`config.mk`:
```
export PLATFORM = sky130hd
export DESIGN_NAME = align_shifter_flat
export DESIGN_NICKNAME = d
export VERILOG_FILES = /design/src/rtl/align_shifter_if.sv /design/src/rtl/align_shifter.sv /design/src/flat_wrapper.sv
export SDC_FILE = /design/constraint.sdc
export NUM_CORES = 1
export LEC_CHECK = 0
export BUFFER_PORTS_ARGS = -buffer_cell sky130_fd_sc_hd__buf_4
export CAP_MARGIN = 30
export CORE_MARGIN = 5
export CORE_UTILIZATION = 35
export CTS_BUF_LIST = sky130_fd_sc_hd__clkbuf_4
export DETAILED_ROUTE_END_ITERATION = 10
export GPL_TIMING_DRIVEN = 0
export PLACE_DENSITY = 0.72
export SYNTH_ARGS = -nofsm -noshare
export SYNTH_HDL_FRONTEND = slang
export SYNTH_SLANG_ARGS = --single-unit
```
`constraint.sdc`:
```
create_clock -name clk -period 2.7 [get_ports clk]
set_input_delay 0.27 -clock clk [delete_from_list [all_inputs] [get_ports clk]]
set_output_delay 0.27 -clock clk [all_outputs]
set_load 0.03 [all_outputs]
```
`src/rtl/align_shifter_if.sv`:
```
// align_shifter_if
//   Bundles the operand-side and result-side valid/ready channels of the
//   float-adder mantissa alignment stage.
//   Operand side : in_valid, in_ready, a, b, diff
//   Result side  : out_valid, out_ready, swap, big_sign, small_sign,
//                  exp_out, big_mant, small_mant
//   slave  modport : the alignment stage itself
//   master modport : whoever drives operands and consumes results
interface align_shifter_if #(
  parameter int EXP_W  = 8,
  parameter int MANT_W = 23
) ();

  localparam int OP_W = 1 + EXP_W + MANT_W;
  localparam int BM_W = MANT_W + 1;
  localparam int SM_W = MANT_W + 4;

  logic              in_valid;
  logic              in_ready;
  logic [OP_W-1:0]   a;
  logic [OP_W-1:0]   b;
  logic [EXP_W:0]    diff;
  logic              out_valid;
  logic              out_ready;
  logic              swap;
  logic              big_sign;
  logic              small_sign;
  logic [EXP_W-1:0]  exp_out;
  logic [BM_W-1:0]   big_mant;
  logic [SM_W-1:0]   small_mant;

  modport slave (
    input  in_valid, a, b, diff, out_ready,
    output in_ready, out_valid, swap, big_sign, small_sign,
           exp_out, big_mant, small_mant
  );

  modport master (
    output in_valid, a, b, diff, out_ready,
    input  in_ready, out_valid, swap, big_sign, small_sign,
           exp_out, big_mant, small_mant
  );

endinterface

```
`src/rtl/align_shifter.sv`:
```
// align_shifter
//   Mantissa alignment stage of the float adder. Takes both IEEE-754 single
//   operands plus the {swap, |exp diff|} word from the exponent-difference
//   stage, keeps the larger-exponent operand as is, and right-shifts the
//   smaller mantissa one bit per cycle, collecting guard/round/sticky bits.
//   Ports:
//     clk  - clock
//     res  - synchronous active-high reset
//     bus  - align_shifter_if.slave (operand and result valid/ready channels)
//   Result small_mant layout: {hidden, fraction, guard, round, sticky}.
module align_shifter #(
  parameter int EXP_W     = 8,
  parameter int MANT_W    = 23,
  parameter int SAT_SHIFT = 26
) (
  input  logic            clk,
  input  logic            res,
  align_shifter_if.slave  bus
);

  localparam int BM_W  = MANT_W + 1;
  localparam int SM_W  = MANT_W + 4;
  localparam int CNT_W = $clog2(SAT_SHIFT + 1);

  localparam logic [EXP_W-1:0] SAT_EXP = EXP_W'(SAT_SHIFT);
  localparam logic [CNT_W-1:0] SAT_CNT = CNT_W'(SAT_SHIFT);
  localparam logic [CNT_W-1:0] CNT_ONE = CNT_W'(1);
  localparam logic [CNT_W-1:0] CNT_ZERO = '0;

  typedef enum logic [1:0] {
    IDLE  = 2'd0,
    SHIFT = 2'd1,
    DONE  = 2'd2
  } state_t;

  state_t state_q, state_d;

  logic              swap_q,       swap_d;
  logic              big_sign_q,   big_sign_d;
  logic              small_sign_q, small_sign_d;
  logic [EXP_W-1:0]  exp_q,        exp_d;
  logic [BM_W-1:0]   big_mant_q,   big_mant_d;
  logic [SM_W-1:0]   small_mant_q, small_mant_d;
  logic [CNT_W-1:0]  cnt_q,        cnt_d;

  logic              in_ready_o;
  logic              out_valid_o;
  logic              accept;

  // Operand field decode
  logic              a_sign, b_sign;
  logic [EXP_W-1:0]  a_exp,  b_exp;
  logic [MANT_W-1:0] a_frac, b_frac;
  logic              a_hid,  b_hid;
  logic [CNT_W-1:0]  load_cnt;

  assign a_sign = bus.a[EXP_W+MANT_W];
  assign b_sign = bus.b[EXP_W+MANT_W];
  assign a_exp  = bus.a[EXP_W+MANT_W-1:MANT_W];
  assign b_exp  = bus.b[EXP_W+MANT_W-1:MANT_W];
  assign a_frac = bus.a[MANT_W-1:0];
  assign b_frac = bus.b[MANT_W-1:0];
  // Zero exponent field means denormal or zero: no implicit leading one
  assign a_hid  = |a_exp;
  assign b_hid  = |b_exp;

  // Shifts past SAT_SHIFT only push zeros into an already-final sticky bit,
  // so the count is clamped to keep the counter small and latency bounded
  assign load_cnt = (bus.diff[EXP_W-1:0] >= SAT_EXP) ? SAT_CNT
                                                       : bus.diff[CNT_W-1:0];

  assign accept = bus.in_valid && in_ready_o;

  // State register
  always_ff @(posedge clk) begin
    if (res) begin
      state_q <= IDLE;
    end else begin
      state_q <= state_d;
    end
  end

  // Next-state logic
  always_comb begin
    state_d = state_q;
    case (state_q)
      IDLE: begin
        if (accept) begin
          state_d = (load_cnt == CNT_ZERO) ? DONE : SHIFT;
        end
      end
      SHIFT: begin
        if (cnt_q == CNT_ONE) begin
          state_d = DONE;
        end
      end
      DONE: begin
        if (bus.out_ready) begin
          state_d = IDLE;
        end
      end
      default: state_d = IDLE;
    endcase
  end

  // FSM outputs: handshake flags depend on state only
  always_comb begin
    in_ready_o  = 1'b0;
    out_valid_o = 1'b0;
    case (state_q)
      IDLE:    in_ready_o  = 1'b1;
      DONE:    out_valid_o = 1'b1;
      default: ;
    endcase
  end

  // Datapath next values: load on accept, shift in SHIFT, hold otherwise
  always_comb begin
    swap_d       = swap_q;
    big_sign_d   = big_sign_q;
    small_sign_d = small_sign_q;
    exp_d        = exp_q;
    big_mant_d   = big_mant_q;
    small_mant_d = small_mant_q;
    cnt_d        = cnt_q;

    if (state_q == IDLE && accept) begin
      swap_d = bus.diff[EXP_W];
      cnt_d  = load_cnt;
      if (bus.diff[EXP_W]) begin
        big_sign_d   = b_sign;
        small_sign_d = a_sign;
        exp_d        = b_exp;
        big_mant_d   = {b_hid, b_frac};
        small_mant_d = {a_hid, a_frac, 3'b000};
      end else begin
        big_sign_d   = a_sign;
        small_sign_d = b_sign;
        exp_d        = a_exp;
        big_mant_d   = {a_hid, a_frac};
        small_mant_d = {b_hid, b_frac, 3'b000};
      end
    end else if (state_q == SHIFT) begin
      // The bit leaving the round position is folded into sticky so that
      // no shifted-out one is ever lost
      small_mant_d = {1'b0, small_mant_q[SM_W-1:2],
                      small_mant_q[1] | small_mant_q[0]};
      cnt_d        = cnt_q - CNT_ONE;
    end
  end

  // Datapath registers
  always_ff @(posedge clk) begin
    if (res) begin
      swap_q       <= 1'b0;
      big_sign_q   <= 1'b0;
      small_sign_q <= 1'b0;
      exp_q        <= '0;
      big_mant_q   <= '0;
      small_mant_q <= '0;
      cnt_q        <= '0;
    end else begin
      swap_q       <= swap_d;
      big_sign_q   <= big_sign_d;
      small_sign_q <= small_sign_d;
      exp_q        <= exp_d;
      big_mant_q   <= big_mant_d;
      small_mant_q <= small_mant_d;
      cnt_q        <= cnt_d;
    end
  end

  assign bus.in_ready   = in_ready_o;
  assign bus.out_valid  = out_valid_o;
  assign bus.swap       = swap_q;
  assign bus.big_sign   = big_sign_q;
  assign bus.small_sign = small_sign_q;
  assign bus.exp_out    = exp_q;
  assign bus.big_mant   = big_mant_q;
  assign bus.small_mant = small_mant_q;

endmodule

```
`src/flat_wrapper.sv`:
```
// flat-port wrapper written by rule: the top's interface ports become plain ports
module align_shifter_flat 
#(
  parameter int EXP_W     = 8,
  parameter int MANT_W    = 23,
  parameter int SAT_SHIFT = 26
)
  (clk, res, bus_in_valid, bus_a, bus_b, bus_diff, bus_out_ready, bus_in_ready, bus_out_valid, bus_swap, bus_big_sign, bus_small_sign, bus_exp_out, bus_big_mant, bus_small_mant);
  align_shifter_if #(.EXP_W(EXP_W), .MANT_W(MANT_W)) bus_i ();
  input  logic clk;
  input  logic res;
  input wire logic [$bits(bus_i.in_valid)-1:0] bus_in_valid;
  input wire logic [$bits(bus_i.a)-1:0] bus_a;
  input wire logic [$bits(bus_i.b)-1:0] bus_b;
  input wire logic [$bits(bus_i.diff)-1:0] bus_diff;
  input wire logic [$bits(bus_i.out_ready)-1:0] bus_out_ready;
  output wire logic [$bits(bus_i.in_ready)-1:0] bus_in_ready;
  output wire logic [$bits(bus_i.out_valid)-1:0] bus_out_valid;
  output wire logic [$bits(bus_i.swap)-1:0] bus_swap;
  output wire logic [$bits(bus_i.big_sign)-1:0] bus_big_sign;
  output wire logic [$bits(bus_i.small_sign)-1:0] bus_small_sign;
  output wire logic [$bits(bus_i.exp_out)-1:0] bus_exp_out;
  output wire logic [$bits(bus_i.big_mant)-1:0] bus_big_mant;
  output wire logic [$bits(bus_i.small_mant)-1:0] bus_small_mant;
  assign bus_i.in_valid = bus_in_valid;
  assign bus_i.a = bus_a;
  assign bus_i.b = bus_b;
  assign bus_i.diff = bus_diff;
  assign bus_i.out_ready = bus_out_ready;
  assign bus_in_ready = bus_i.in_ready;
  assign bus_out_valid = bus_i.out_valid;
  assign bus_swap = bus_i.swap;
  assign bus_big_sign = bus_i.big_sign;
  assign bus_small_sign = bus_i.small_sign;
  assign bus_exp_out = bus_i.exp_out;
  assign bus_big_mant = bus_i.big_mant;
  assign bus_small_mant = bus_i.small_mant;
  align_shifter #(.EXP_W(EXP_W), .MANT_W(MANT_W), .SAT_SHIFT(SAT_SHIFT)) u_core (.clk(clk), .res(res), .bus(bus_i));
endmodule
```
Yosys cells after proc, flatten, opt, wreduce, memory -nomap -nowiden:

Cells that the tools add are included.

* bits in registers: 69
* output and inout port bits: 64

* add/subtract/negate cells: 1
* $lt $le $gt $ge: 1
* equality and inequality tests: 6
* multiplexer cells: 17
* bitwise operators: 1
* reductions and logical operators: 8

Operator list (number)
* 2-to-1 mux 27 bit: 3
* 2-to-1 mux 24 bit: 1
* OR reduction 8 bit: 2
* 2-to-1 mux 5 bit: 3
* >= comparator 8 x 5 -> 1 bit, second input constant: 1
* 2-to-1 mux 2 bit: 4
* 2-to-1 mux 8 bit: 1
* case mux 2 bit (3 select lines): 1
* == test 5 x 1 -> 1 bit, second input constant: 1
* zero test 5 bit: 1
* subtractor 5 x 1 -> 5 bit, second input constant: 1
* 2-to-1 mux 1 bit: 4
* != test 2 x 1 -> 1 bit, second input constant: 2
* AND reduction 3 bit: 1
* == test 2 x 1 -> 1 bit, second input constant: 1
* == test 2 bit, second input constant: 1
* logical AND 1 bit: 2
* zero test 2 bit: 1
* != test 2 bit, second input constant: 1
* nonzero test 2 bit: 1
* OR 1 bit: 1

Depth between registers and ports, before layout:

* word-level depth: 6
* gate-level depth with buffers: 7
* mapped depth without buffers: 6

Worst setup path after synthesis:

Ideal clock, no wire load.

* path type: flip-flop to flip-flop
* start point: register u_core.state_q[1]
* end point: register u_core.state_q[1]
* data arrival time: 1.360 ns
* setup slack: 1.254 ns
* cell stages (with the launch flop): 6
* buffers on the path: 1
* cells stage by stage: dfxtp_1 buf_4 nor2b_1 nor2b_1 o21ai_0 a211oi_1

* cells in the longest elaborated chain, start to end: 5
* elaborated cells between the ends (all ways): 10
* those cells by class: eq/ne (5); mux (2); reduce/logical (3)

RTL lines
* from (decl): line align_shifter.sv:36 `state_t state_q, state_d;`
* from (signal assigned): line align_shifter.sv:79 `state_q <= state_d;`
* zero test 2 bit: line align_shifter.sv:86, align_shifter.sv:110
* 2-to-1 mux 1 bit: line align_shifter.sv:110 `case (state_q)`
* logical AND 1 bit: line align_shifter.sv:72 `assign accept = bus.in_valid && in_ready_o;`
* != test 2 x 1 -> 1 bit (no source line)
* AND reduction 3 bit (no source line)

Parallel ways exist; a longest one is shown, timed or not.
A chain may end at the register's enable or synchronous reset.

Final worst setup path:

* start point: register u_core.state_q[1]
* end point: register u_core.small_sign_q, in the netlist u_core.bus.small_sign

* cells in the longest elaborated chain, start to end: 4

RTL lines
* zero test 2 bit *: line align_shifter.sv:110, align_shifter.sv:127
* 2-to-1 mux 1 bit: line align_shifter.sv:110
* logical AND 1 bit: line align_shifter.sv:72
* logical AND 1 bit *: line align_shifter.sv:127 `if (state_q == IDLE && accept) begin`
* to (signal assigned): line align_shifter.sv:165 `small_sign_q <= small_sign_d;`
* to (decl): line align_shifter.sv:40 `logic small_sign_q, small_sign_d;`

Every way passes the cells marked *; elsewhere a longest branch is shown, timed or not.

==> results.yml <==
critical_path:
  timing.critical_path.cells: "buf_4, nor3b_2, buf_4, buf_6, buf_2, a211oi_1"
  timing.critical_path.slowest_cell_delay_ps: 320
  worst-endpoint-arrival_ps: 1810
  critPathLaunchType: "flop"
  timing_worst_setup_path_type: "flop to flop"
  critical_path.max_fanout: 10
  critical_path_buf_inv_count: 4
  end_kind: "flop"
  critical_path.most_common_cell: "buf_4"
  timing.critical_path.required_ps: 2960
  cp_slowest_cell: "dfxtp_1"
  cpLargestDelayFamily: "buffers and inverters"
timing:
  relSlewSlack_pct: 60.3
  worst_margin_pin_slew_ps: 596
  fmaxAchievable_mhz: 645
  finalClockSkew_ps: 10.8
  setup_tns_ps: 0
  number_of_slew_limit_violations_in_the_final_report: 0
  period_needed_ps: 1550
  number_of_hold_slack_violations_in_the_final_timing_report: 0
  timing.final.setup_violations: 0
  period_share_pct: 57.4
  hold_ws_ps: 114
  rsz0062_at_grt: "no"
  final_critical_path_setup_slack_ps: 1150
yosys:
  synth.yosys.seq_area_share_pct: 41.3
  yosys-top-cells-area: "dfxtp_1 41%, mux2i_1 12%, a211oi_1 7.6%, nor2_1 7.4%, mux2_2 5.7%"
  ys_warn_count: 0
  synth_seq_cells: 69
  post-synth-top-area-cell: "dfxtp_1"
  synthDistinctLibCells: 38
  synth-edff-count: 0
  asyncSetResetFlopFracSynth_pct: 0
  synth_top_cell_area_share_pct: 41.3
  synthesis.area_per_instance_um2: 9.59
  netlist_area_before_placement_mm2: 0.00335
  synthFlopType: "dfxtp_1"
  post_synthesis_cells: 349
  ys_top_cells_by_count: "69 x dfxtp_1, 66 x nor2_1, 39 x mux2i_1"
  syn_nets: 428
  synthMostInstantiatedCell: "dfxtp_1"
route:
  via_count: 3329
  finalWirelength_um: 10900
  route.detailed.vias_per_inst: 5.27
  avgRoutedWirePerCell_um: 17.3
  detailed_route_iter0_violations: 221
  drt_first_pass_iters: 5
  drtAntennaViolNets: 0
  route.detailed.drc: 0
cts:
  clock_pin_slew_on_the_worst_setup_and_hold_paths_ps: 120
  clock_tree.htree_level_count: 3
  ctsRootBufferMaster: "clkbuf_4"
  clock_tree_from_tritoncts: "done"
  post-cts-setup-buffers: 0
  clk-insertion-delay-late_ps: 400
  cts_buffers: 9
  cts_repair_resize_count: 0
  post_cts_hold_buffer_count: 0
  cts.sink_count: 69
  cts_buffer_depth: 2
power:
  powerDensity_mw_per_mm2: 615
  total_power_mw: 2.89
  maximum_vdd_drop_mv: 0.314
  p_leak_nw: 2.12
placed_design:
  dp.cells: 616
  pre_cts_slack_ps: 1170
  post_dp_cell_area_mm2: 0.00455
  gp_congestion: 0.870
  place_hpwl_um: 8560
  portBuffers: 138
floorplan:
  start_util_pct: 36.1
  fp.dieArea_mm2: 0.0116
  die_w_um: 108
  coreArea_mm2: 0.00928
  floorplan.rows: 35
  top_level_ports: 141
  die_y_um: 108
layout:
  fin_area_mm2: 0.00470
  area_delta_synth_final_pct: 40.5
  final_net_count: 577
  antenna_cells_inserted: 0
  instances_no_fill: 632
  fin_util_pct: 50.7
  fraction_of_layout_instances_using_a_drive_strength_above_1_pct: 41.6
  multiInputGateArea_mm2: 0.00175
  final-seq-area_mm2: 0.00138
  fillCellCount: 926
global_route:
  first_global_vias: 3367
  initial_antenna_violation_count: 0
  grt_remaining_overflow: 0
  grt_max_degree: 13
  grt_pass1_wl_um: 17000
  global_router_s_overall_resource_usage_pct: 18.6
run:
  max_cap_viol_count: 0
min_path:
  hold_path.class: "primary input to flop"
run_status:
  outcome: "finished, final reports clean"
-- tightest hold or removal path: stages --
cell and delay (ps):
buf_4 120, inv_1 40, a21oi_1 50
-- cells by family after synthesis --
| logic type | Yosys count | synth area share (%) |
|---|---|---|
| simple gates | 103 | 13.9 |
| compound gates | 82 | 20.2 |
| flops | 69 | 41.3 |
| mux | 56 | 17.4 |
| buf+inv | 37 | 6.54 |
| fa+ha+maj | 2 | 0.747 |
-- metal layers --
metal	vias up	GRT usage [%]	share of wire, %
li1	1605	-	-
met1	1558	22.9	41
met2	141	31.1	49
met4	0	6.49	2.2
met3	25	4.86	7.5
met5	-	0	0
-- state kept, by name (all words and copies together), names as in the netlist --
signal,flops
u_core.bus.big_mant,24
u_core.bus.big_sign,1
u_core.bus.exp_out,8
u_core.bus.small_mant,27
u_core.bus.small_sign,1
u_core.bus.swap,1
u_core.cnt_q,5
u_core.state_q,2
-- path summary, 6_finish.rpt --
kind,cells past startpoint,slack (ps),startpoint,to
min,3,110,bus_diff[1],u_core.cnt_q[1]$_SDFFE_PP0P_
max reg2reg,6,1150,u_core.state_q[1]$_SDFFE_PP0P_,u_core.bus.small_sign$_SDFFE_PP0P_
min reg2reg,2,470,u_core.bus.swap$_SDFFE_PP0P_,u_core.bus.swap$_SDFFE_PP0P_
max,6,1150,u_core.state_q[1]$_SDFFE_PP0P_,u_core.bus.small_sign$_SDFFE_PP0P_
-- power breakdown --
part | switching, mW | total, mW | internal [mW]
Combinational | 0.545 | 0.938 | 0.393
Sequential | 0.0806 | 1.21 | 1.13
Clock | 0.378 | 0.749 | 0.371
Total | 1.00 | 2.89 | 1.89
-- final cells by class --
class / count / share of cell area [%]
Clock inverter: 7 / 1.92
Timing Repair Buffer: 138 / 22.0
Inverter: 5 / 0.399
Multi-Input combinational cell: 243 / 37.2
Sequential cell: 69 / 29.4
Tap cell: 129 / 3.43
Clock buffer: 9 / 1.44
Buffer: 32 / 4.26
-- placed cells by master (no fill, tap or decap), types with 2 or more instances in the layout --
cell / count
nor2_1: 66
nand2_1: 12
bufinv_16: 2
clkinv_2: 2
o211ai_1: 3
o21ai_0: 4
nor4_1: 6
ha_1: 2
clkbuf_1: 6
a211oi_1: 34
mux2_2: 17
mux2i_1: 39
buf_4: 145
buf_6: 4
nand3_1: 3
dfxtp_1: 69
a31oi_1: 2
a21oi_1: 10
nor2b_1: 2
a2111oi_2: 6
buf_2: 13
clkbuf_4: 11
a222oi_1: 17
nor3_1: 4
a22oi_1: 2
inv_1: 5
Note: power is estimated with default switching activity, not from simulation.
